`config.mk`:
```
export PLATFORM = sky130hd
export DESIGN_NAME = data_mem_arbiter
export DESIGN_NICKNAME = d
export VERILOG_FILES = /design/src/rtl/dmem_pkg.sv /design/src/rtl/rr_arb2.sv /design/src/rtl/data_mem_arbiter.sv
export SDC_FILE = /design/constraint.sdc
export NUM_CORES = 1
export LEC_CHECK = 0
export CAP_MARGIN = 20
export CELL_PAD_IN_SITES_DETAIL_PLACEMENT = 2
export CELL_PAD_IN_SITES_GLOBAL_PLACEMENT = 2
export CORE_ASPECT_RATIO = 0.5
export CORE_UTILIZATION = 16
export CTS_BUF_LIST = sky130_fd_sc_hd__clkbuf_16
export DETAILED_ROUTE_END_ITERATION = 10
export PLACE_DENSITY = 0.84
export REMOVE_ABC_BUFFERS = 1
export SETUP_SLACK_MARGIN = 0.1
export SYNTH_ARGS = -nofsm -noshare
export SYNTH_HDL_FRONTEND = slang
export SYNTH_SLANG_ARGS = --single-unit
```
`constraint.sdc`:
```
create_clock -name clk -period 2.3 [get_ports clk]
set_clock_uncertainty 0.1 [all_clocks]
set_input_delay 0.46 -clock clk [delete_from_list [all_inputs] [get_ports clk]]
set_output_delay 0.46 -clock clk [all_outputs]
set_load 0.02 [all_outputs]
```
`src/rtl/dmem_pkg.sv`:
```
// Shared definitions for the data-memory path: access sizes, bus payloads and the alignment check.
package dmem_pkg;

  localparam int unsigned XLEN = 32;

  localparam logic [1:0] SIZE_BYTE = 2'b00;
  localparam logic [1:0] SIZE_HALF = 2'b01;
  localparam logic [1:0] SIZE_WORD = 2'b10;
  localparam logic [1:0] SIZE_ILL  = 2'b11;

  // Request payload presented by a requester.
  typedef struct packed {
    logic [XLEN-1:0] addr;
    logic [XLEN-1:0] wdata;
    logic [1:0]      size;
    logic            uns;
    logic            we;
  } dmem_req_t;

  // Registered response returned to a requester.
  typedef struct packed {
    logic            valid;
    logic            err;
    logic [XLEN-1:0] rdata;
  } dmem_rsp_t;

  // True for an illegal size or an address not aligned to the access size.
  function automatic logic dmem_misaligned(input logic [1:0] addr_lo, input logic [1:0] size);
    logic bad;
    bad = 1'b0;
    case (size)
      SIZE_HALF: bad = addr_lo[0];
      SIZE_WORD: bad = (addr_lo != 2'b00);
      SIZE_ILL:  bad = 1'b1;
      default:   bad = 1'b0;
    endcase
    return bad;
  endfunction

endpackage

```
`src/rtl/rr_arb2.sv`:
```
// Two-way arbiter: round-robin on conflict, or fixed priority to requester 0.
module rr_arb2 (
  input  logic       clk,
  input  logic       rst,
  input  logic [1:0] req,
  input  logic       fixed,
  output logic [1:0] gnt
);

  // rr_last = 1 means requester 1 was served last, so requester 0 wins the next conflict.
  logic rr_last_q;
  logic rr_last_d;

  // Grant selection from the current requests and round-robin history.
  always_comb begin
    gnt = 2'b00;
    case (req)
      2'b01:   gnt = 2'b01;
      2'b10:   gnt = 2'b10;
      2'b11:   gnt = (fixed || rr_last_q) ? 2'b01 : 2'b10;
      default: gnt = 2'b00;
    endcase
  end

  // History only advances on a cycle that actually grants someone.
  always_comb begin
    rr_last_d = rr_last_q;
    if (gnt != 2'b00) begin
      rr_last_d = gnt[1];
    end
  end

  // Round-robin history register.
  always_ff @(posedge clk or posedge rst) begin
    if (rst) begin
      rr_last_q <= 1'b1;
    end else begin
      rr_last_q <= rr_last_d;
    end
  end

endmodule

```
`src/rtl/data_mem_arbiter.sv`:
```
// Shares the single-port data memory between the LSU (m0) and the debug/loader port (m1).
module data_mem_arbiter
  import dmem_pkg::*;
#(
  parameter bit FIXED_PRIO      = 1'b0,
  parameter bit ERR_ON_MISALIGN = 1'b1
) (
  input  logic        clk,
  input  logic        rst,

  input  logic        m0_req,
  input  logic [31:0] m0_addr,
  input  logic [31:0] m0_wdata,
  input  logic [1:0]  m0_size,
  input  logic        m0_unsigned,
  input  logic        m0_we,
  output logic        m0_gnt,
  output logic        m0_rvalid,
  output logic [31:0] m0_rdata,
  output logic        m0_err,

  input  logic        m1_req,
  input  logic [31:0] m1_addr,
  input  logic [31:0] m1_wdata,
  input  logic [1:0]  m1_size,
  input  logic        m1_unsigned,
  input  logic        m1_we,
  output logic        m1_gnt,
  output logic        m1_rvalid,
  output logic [31:0] m1_rdata,
  output logic        m1_err,

  output logic [31:0] mem_a,
  output logic [31:0] mem_wd,
  output logic [1:0]  mem_size,
  output logic        mem_unsigned,
  output logic        mem_we,
  input  logic [31:0] mem_rd
);

  logic [1:0]           req;
  logic [1:0]           gnt;
  dmem_req_t            m0_pl;
  dmem_req_t            m1_pl;
  dmem_req_t            sel_pl;
  logic                 illegal;
  dmem_rsp_t [1:0]      rsp_q;
  dmem_rsp_t [1:0]      rsp_d;

  assign req = {m1_req, m0_req};

  rr_arb2 u_arb (
    .clk   (clk),
    .rst   (rst),
    .req   (req),
    .fixed (FIXED_PRIO),
    .gnt   (gnt)
  );

  assign m0_gnt = gnt[0];
  assign m1_gnt = gnt[1];

  assign m0_pl = {m0_addr, m0_wdata, m0_size, m0_unsigned, m0_we};
  assign m1_pl = {m1_addr, m1_wdata, m1_size, m1_unsigned, m1_we};

  // Payload mux; an idle bus parks at zero with a word-sized access.
  always_comb begin
    sel_pl      = '0;
    sel_pl.size = SIZE_WORD;
    if (gnt[0]) begin
      sel_pl = m0_pl;
    end else if (gnt[1]) begin
      sel_pl = m1_pl;
    end
  end

  // Legality check on the granted access; disabled entirely when checking is off.
  always_comb begin
    illegal = 1'b0;
    if (ERR_ON_MISALIGN && (gnt != 2'b00)) begin
      illegal = dmem_misaligned(sel_pl.addr[1:0], sel_pl.size);
    end
  end

  assign mem_a        = sel_pl.addr;
  assign mem_wd       = sel_pl.wdata;
  assign mem_size     = sel_pl.size;
  assign mem_unsigned = sel_pl.uns;
  // Write strobe never escapes for a rejected access or while in reset.
  assign mem_we       = sel_pl.we & ~illegal & ~rst;

  // Next response per requester: a grant produces a one-cycle response pulse.
  always_comb begin
    rsp_d = rsp_q;
    for (int i = 0; i < 2; i++) begin
      rsp_d[i].valid = gnt[i];
      rsp_d[i].err   = gnt[i] & illegal;
      if (gnt[i]) begin
        rsp_d[i].rdata = (illegal || sel_pl.we) ? 32'h0 : mem_rd;
      end
    end
  end

  // Response registers; reset drops any response in flight.
  always_ff @(posedge clk or posedge rst) begin
    if (rst) begin
      rsp_q <= '0;
    end else begin
      rsp_q <= rsp_d;
    end
  end

  assign m0_rvalid = rsp_q[0].valid;
  assign m0_err    = rsp_q[0].err;
  assign m0_rdata  = rsp_q[0].rdata;
  assign m1_rvalid = rsp_q[1].valid;
  assign m1_err    = rsp_q[1].err;
  assign m1_rdata  = rsp_q[1].rdata;

endmodule

```
Yosys cells after proc, flatten, opt, wreduce, memory -nomap -nowiden. Index checks and enable logic that the tools add are counted. Widths: inputs -> output; s select.

Register bits: 69. Word-level logic and storage cells: 29. Output and inout bits: 138. Bits of input ports: 172.

Multiplexer cells: 7. Reduce and logical (&&, ||, !) cells: 3. Bitwise gates (word level): 6. Equal/unequal tests: 6.

Operator list (number): $mux 68 (2); $mux 32 (1); $eq 2x2->1 const B (4); $pmux 2 s3 (1); $and 1x1->1 (4); $eq 2x1->1 const B (2); $reduce_bool 2->1 (2); $pmux 1 s3 (1); $mux 2 (1); $not 1->1 (2); $logic_or 1x1->1 (1); $mux 1 (1).

Longest topological paths before layout. Gate-level depths: netlist (run 1).

Word-level depth: 10. Gate-level depth with buffers: 8. Gate-level depth less buffers: 5.

Cells and area by module. A second synthesis (run 1) with hierarchy kept.

Cells, all modules: 408. Area total of the unflattened synthesis: 3953.8 sq um.

By module, submodules not included: data_mem_arbiter (area each 3890.0 sq um, sequential area each 1701.6 sq um, instances 1, cells an instance 401); rr_arb2 (area each 63.8 sq um, sequential area each 26.3 sq um, instances 1, cells an instance 7).

Worst setup path after synthesis (run 1). No wires, ideal clock.

Path kind: input -> output. Start: input port m0_req. End: output port mem_we. Arrival time: 1819 ps. Cell stages on the path: 7. Required time: 1740 ps. Path slack: -79 ps. Path buffers: 2. Path through: buf_4 -> a21bo_1 -> buf_4 -> inv_4 -> a32oi_1 -> o21ai_1 -> a221oi_2.

Cells in the longest elaborated chain, start to end: 10. Elaborated cells on any way between the ends: 16. Those cells by class: 6 x eq/ne; 5 x mux; 3 x bitwise; 2 x reduce/logical.

RTL lines: start: declaration (line data_mem_arbiter.sv:11) `input logic m0_req,`; $eq 2x2->1 or $eq 2x1->1 (tied branches) (line rr_arb2.sv:17) `case (req)`; $pmux 2 s3 * (line rr_arb2.sv:17); $mux 68 (line data_mem_arbiter.sv:72) `end else if (gnt[1]) begin`; $mux 68 (line data_mem_arbiter.sv:70) `if (gnt[0]) begin`; $eq 2x2->1 (tied with other cells) (line dmem_pkg.sv:31) `case (size)`; $pmux 1 s3 (line dmem_pkg.sv:31); $mux 1 (line data_mem_arbiter.sv:80) `if (ERR_ON_MISALIGN && (gnt != 2'b00)) begin`; $not 1->1 (line data_mem_arbiter.sv:90) `assign mem_we = sel_pl.we & ~illegal & ~rst;`; $and 1x1->1 * (2 in a row) (line data_mem_arbiter.sv:90); end: declaration (line data_mem_arbiter.sv:37) `output logic mem_we,`.

Every way passes the cells marked *; elsewhere a longest branch is shown, timed or not.

Worst setup path after layout (run 1).
Start: register u_arb.rr_last_q. End: output port mem_we.

Cells in the longest elaborated chain, start to end: 10. Elaborated cells on any way between the ends: 14. Those cells by class: 3 x eq/ne; 6 x mux; 3 x bitwise; 2 x reduce/logical.

RTL lines: start: declaration (line rr_arb2.sv:11) `logic rr_last_q;`; start signal: assignment (line rr_arb2.sv:38) `rr_last_q <= rr_last_d;`; $mux 2 * (line rr_arb2.sv:20) `2'b11: gnt = (fixed || rr_last_q) ? 2'b01 : 2'b10;`; $pmux 2 s3 * (line rr_arb2.sv:17); $mux 68 (line data_mem_arbiter.sv:72); $mux 68 (line data_mem_arbiter.sv:70); $eq 2x2->1 (tied with other cells) (line dmem_pkg.sv:31); $pmux 1 s3 (line dmem_pkg.sv:31); $mux 1 (line data_mem_arbiter.sv:80); $not 1->1 (line data_mem_arbiter.sv:90); $and 1x1->1 * (2 in a row) (line data_mem_arbiter.sv:90).

Marked as above.

==> results of run 1 <==
==> cells in the mapped netlist <==
cell / number
a21bo_1: 1
a221oi_2: 1
a22o_1: 64
a32oi_1: 1
a32oi_2: 1
a32oi_4: 1
and3_1: 2
buf_2: 22
buf_4: 2
buf_6: 3
clkbuf_1: 23
dfrtp_1: 68
dfstp_2: 1
inv_1: 6
inv_4: 1
nand2_1: 69
nand2b_1: 2
nand3_1: 64
nand4_1: 32
nor2_1: 2
nor2_4: 1
nor2b_1: 1
nor3b_1: 1
nor4_1: 1
o211ai_1: 2
o211ai_2: 30
o21ai_0: 33
o21ai_1: 1
o22ai_4: 1
or2_2: 2
==> flip-flops by register name (all words and copies together) (netlist names) <==
name             flops
m0_err               1
m0_rdata            32
m0_rvalid            1
m1_err               1
m1_rdata            32
m1_rvalid            1
u_arb.rr_last_q      1
==> layout make-up <==
| type | instances | area (µm²) |
|---|---|---|
| Multi-Input combinational cell | 313 | 2260 |
| Timing Repair Buffer | 405 | 4460 |
| Clock buffer | 9 | 225 |
| Clock inverter | 6 | 22.5 |
| Sequential cell | 69 | 1730 |
| Fill cell | 2543 | 15300 |
| Inverter | 7 | 43.8 |
| Tap cell | 336 | 420 |
| Antenna cell | 3 | 7.51 |
==> critical path, cell delays in order (launching register included) <==
cell	delay, ps
dfstp_2	580
a21bo_4	190
inv_6	70
a32oi_4	230
o21ai_2	120
a221oi_2	320
buf_4	200
==> kinds of logic after synthesis <==
kind of cell	share of synthesized area, %
and+or+nand+nor	21.0
AOI/OAI and AO/OA	29.9
DFF	42.4
buffers and inverters	6.72
==> where the power goes <==
part	total (µW)	switching (µW)	internal (µW)	leakage, µW
Clock	1260	553	702	0.000124
Combinational	2470	1230	1240	0.00286
Sequential	1420	89.7	1330	0.000928
==> worst max path at each step <==
stage,endpoint,slack (ps)
floorplan,m0_rdata[0]$_DFFE_PP0P_,-2470
global placement,mem_we,-820
detailed placement,mem_we,-990
CTS,mem_we,-240
global route,mem_we,-390
finish,mem_we,-310
==> routing by layer <==
metal	global-route usage [%]	vias to the layer above	wire [µm]	part of all wire [%]
met5	0	-	8	0.025
met4	9.95	2	1500	4.7
met3	4.81	87	1690	5.3
met2	38.7	254	16600	52
met1	23.4	2858	12200	38
li1	-	2392	-	-
==> what timing repair did <==
action,CTS,global route
gates cloned,7,11
pin swaps,25,19
buffers inserted,18,19
setup endpoints to repair,102,116
gates resized for setup,432,74
==> stage by stage <==
stage               worst slack, ps  cell area (µm²)  util (%)
finish                         -310             9170      37.5
global route                   -385             9170      37.5
CTS                            -241             8620      35.2
detailed placement             -987             7800      31.9
global placement               -817             7800      31.9
floorplan                     -2470             3830         -
==> results.md, run 1 <==
- Worst Setup Path Type: reg2out
- Fin nets: 977
- Vias in the first global route: 6133
- Total track usage: 21.1%
- Initial antenna violation count: 4
- Fin. Hold Viols: 0
- Core footprint: 24500 µm²
- Worst r2r path cells: 11
- Starting DRT DRC Count: 390
- Design Power: 5150 µW
- Vias: 5593
- Die Ht: 115 µm
- Post-Route Setup TNS: -13360 ps
- Relative slew slack: 70.4%
- Yosys reg bits: 69
- H-tree Lvls: 3
- Final setup violation count: 114
- Startpoint Class: register
- Least-Margin Pin Slew: 444 ps
- Area share of the largest cell type after synthesis: 41.7%
- Number of max-cap violations: 0
- Reg2reg setup slack: -100 ps
- Detailed Routing Iterations Pass 1: 4
- Synth Cell Area: 4080 µm²
- Port Buffers: 309
- FF-to-FF End: m0_rdata[17]$_DFFE_PP0P_
- Share of the yosys chip area belonging to registers: 42.4%
- Placed Cells incl. Taps: 1076
- Max Buffers Root-to-Sink: 2
- DPL Wire Length: 19100 µm
- Ports: 310
- PwrDens: 561 nW/µm²
- Minimum clock period: 2610 ps
- Die area: 26200 µm²
- Crit path DAT: 2050 ps
- Final worst-path setup slack: -310 ps
- Via-to-Cell Ratio: 4.87
- Tcrit/Tclk final: 113%
- CTS Sinks: 69
- Largest net degree at the start of global routing: 70
- Routed wire length: 32000 µm
- Hold Crit Depth: 2
- Failing checks: negative setup slack
- Worst setup startpoint: u_arb.rr_last_q$_DFFE_PP1P_
- Clk slew on worst S/H paths: 60 ps
- Commonest non-fill, non-tap cells in the layout: 233 x clkdlybuf4s50_1, 70 x buf_6, 68 x dfrtp_1
- Reg-to-Reg Start: u_arb.rr_last_q$_DFFE_PP1P_
- Status: finished with violations
- DRT antenna net count: 0
- Slew Limit Fails: 0
- Worst Hold End: m1_rdata[5]$_DFFE_PP0N_
- Drc violations: 0
- Share of cells above drive strength 1: 29.9%
- Hold-fix buffers, CTS: 0
- Placer congestion estimate: 0.912
- Area delta synth->final: 125%
- Hold_sp: m1_rdata[5]$_DFFE_PP0N_
- Crit end category: output pin
- VDD IR max: 0.287 mV
- Most common cell after layout, fill and taps aside: clkdlybuf4s50_1
- Root Buffer Master: clkbuf_16
- Cts bufs inserted: 9
- Die Wd: 228 µm
- Final hold slack: 378 ps
- Initial Util: 16.7%
- Fmax: 0.383 GHz
- Synth top area cells: dfrtp_1 42%, a22o_1 14%, o211ai_2 9.2%
- RSZ-0062 raised after global routing: yes
- Netlist cell types: 30
- First-pass GRT wire length: 41200 µm
- WL/cell: 27.8 µm
- Mean Syn Cell Area: 9.29 µm²
- Crit-path max FO: 5
- Dominant cell type by area after synthesis: dfrtp_1
- Hold WC Path Type: reg2reg
- Critical Path RT: 1740 ps
- Row cnt: 40
- Synth warn: 0
- CTS tree: built
- Non-filler cells, final: 1148
- Static leakage: 0.00391 µW
- Cells after synthesis: 439
- Total grt overflow: 0
- Worst-skew pair later-pin latency: 340 ps
(Power assumes the default switching activity.)
==> run 2: changes to the inputs <==
- CORE_MARGIN: default -> 10
==> results.md, run 2 (same netlist as run 1, synthesis figures left out) <==
- Vias: 5721
- Starting DRT DRC Count: 415
- Switching pwr: 1960 µW
- Crit-path max FO: 5
- Largest net degree at the start of global routing: 51
- Port Buffers: 309
- Worst path max stage delay: 600 ps
- H-tree Lvls: 3
- Initial Util: 16.2%
- End of the critical path: mem_we
- CTS Sinks: 69
- Core footprint: 25100 µm²
- Comb power frac: 47.4%
- Die Wd: 246 µm
- Via-to-Cell Ratio: 4.96
- Critical Path RT: 1740 ps
- Worst setup startpoint: u_arb.rr_last_q$_DFFE_PP1P_
- Slew Limit Fails: 0
- Die Ht: 133 µm
- Sw frac: 37.6%
- Least-Margin Pin Slew: 434 ps
- Startpoint Class: register
- RSZ-0062 raised after global routing: yes
- Failing checks: negative setup slack
- Detailed Routing Iterations Pass 1: 5
- Crit-path cells: a21bo_4 -> inv_8 -> a32oi_4 -> nand2_2 -> a221oi_2 -> buf_4
- Clock Power Share: 25.1%
- Worst Setup Path Type: reg2out
- Most common cell after layout, fill and taps aside: clkdlybuf4s50_1
- Number of max-cap violations: 0
- Met1 Resource Use GR: 21.0%
- Hold-fix buffers, CTS: 0
- Drc violations: 0
- Multi-input gate area: 2200 µm²
- FF+latch area: 1730 µm²
- First-pass GRT wire length: 48400 µm
- Fmax: 0.357 GHz
- PwrDens: 573 nW/µm²
- Area delta synth->final: 124%
- WL/cell: 31.4 µm
- Sequential share of power: 27.5%
- P_int: 3260 µW
- Met2 usage: 36.7%
- Final worst-path setup slack: -500 ps
- Pre-CTS setup slack: -1010 ps
- Most used routing layer in global routing: met2
- Fin. Hold Viols: 0
- FF-to-FF End: m0_rdata[30]$_DFFE_PP0P_
- Final setup violation count: 103
- Crit end category: output pin
- Placer congestion estimate: 0.902
- Hold WC Path Type: reg2reg
- Relative slew slack: 71.0%
- Tcrit/Tclk final: 122%
- Initial antenna violation count: 7
- Crit path DAT: 2240 ps
- Commonest non-fill, non-tap cells in the layout: 235 x clkdlybuf4s50_1, 79 x buf_6, 68 x dfrtp_1
- Fill count: 2685
- Max Buffers Root-to-Sink: 2
- Clk slew on worst S/H paths: 70 ps
- DRT antenna net count: 0
- Root Buffer Master: clkbuf_16
- Worst-skew pair later-pin latency: 360 ps
- Status: finished with violations
- CTS tree: built
- Worst r2r path cells: 11
- DPL Wire Length: 21500 µm
- Row cnt: 41
- Reg-to-Reg Start: u_arb.rr_last_q$_DFFE_PP1P_
- Placed Area: 7870 µm²
- Minimum clock period: 2800 ps
- Die area: 32600 µm²
- Ports: 310
- Vias in the first global route: 6426
- Total grt overflow: 0
- Static leakage: 0.00385 µW
- Reg2reg setup slack: -150 ps
- Critical path's slowest cell: dfstp_2
- Share of cells above drive strength 1: 28.9%
- VDD IR max: 0.332 mV
- Total track usage: 19.8%
- GRT met3 Usage: 3.96%
- Fin nets: 971
- Routed wire length: 36200 µm
- Cts bufs inserted: 9
- Post-route design area: 9110 µm²
-- run 2: cell count changes in the layout (fill, tap and decap cells not counted), sizes merged --
cell	change
dlymetal6s2s	-2
clkbuf	-5
clkdlybuf4s50	+2
diode	+3
clkinv	+1
dlygate4sd2	+1
inv	-1
buf	-2
-- run 2: cell type report --
cell class,count,share of cell area (%)
timing repair buffer,399,48.7
antenna,6,0.165
sequential,69,19.0
tap,344,4.72
multi-input combinational,313,24.1
clock inverter,6,0.343
inverter,7,0.535
clock buffer,9,2.47
-- run 2: how the worst min path moves through the flow --
stage / slack, ps / startpoint / depth (start not counted) / endpoint
2_1_floorplan: 370 / u_arb.rr_last_q$_DFFE_PP1P_ / 2 / u_arb.rr_last_q$_DFFE_PP1P_
3_3_place_gp: 360 / m1_rdata[19]$_DFFE_PP0N_ / 2 / m1_rdata[19]$_DFFE_PP0N_
3_5_place_dp: 370 / m0_rdata[3]$_DFFE_PP0P_ / 2 / m0_rdata[3]$_DFFE_PP0P_
4_1_cts: 400 / m1_rdata[29]$_DFFE_PP0N_ / 2 / m1_rdata[29]$_DFFE_PP0N_
5_1_grt: 430 / m1_rdata[20]$_DFFE_PP0N_ / 2 / m1_rdata[20]$_DFFE_PP0N_
6_report: 390 / m1_rdata[14]$_DFFE_PP0N_ / 2 / m1_rdata[14]$_DFFE_PP0N_
-- run 2: per-stage QoR --
stage                     instances  total power, µW  util [%]  setup TNS (ps)  hold WS (ps)
after floorplan                 389             2180         -         -173810           372
after global placement         1086             3350      31.3          -63750           364
after detailed placement       1086             3410      31.3          -79470           372
after CTS                      1135             4940      34.6           -8050           398
after global routing           1153             5370      36.3          -20450           428
final                          1153             5220      36.3          -18960           387
-- run 2: critical path: cells and delay by family, from the launching register on --
kind,cells,cell delay (ps)
AOI/OAI and AO/OA,3,880
and+or+nand+nor,1,120
buffers and inverters,2,270
DFF,1,600
-- run 2: power groups by stage --
| stage | logic [µW] | clock network, µW | registers, µW |
|---|---|---|---|
| after global routing | 2560 | 1370 | 1440 |
| final | 2470 | 1310 | 1440 |
| after global placement | 1930 | 0 | 1420 |
| after detailed placement | 1970 | 0 | 1430 |
| after CTS | 2230 | 1300 | 1420 |
| after floorplan | 623 | 0 | 1560 |
-- run 2: what timing repair did --
action / in CTS / in global routing
pin swaps: 39 / 41
endpoints found under the setup margin: 134 / 134
resized for setup: 425 / 60
buffers inserted: 27 / 6
gates cloned: 8 / 9
hold endpoints to repair: 0 / 0
-- run 2: routing by layer --
metal	share of wire, %	vias to the layer above
met5	0.036	-
met4	4.8	2
met3	5.3	88
met2	53	272
met1	37	2979
li1	-	2380
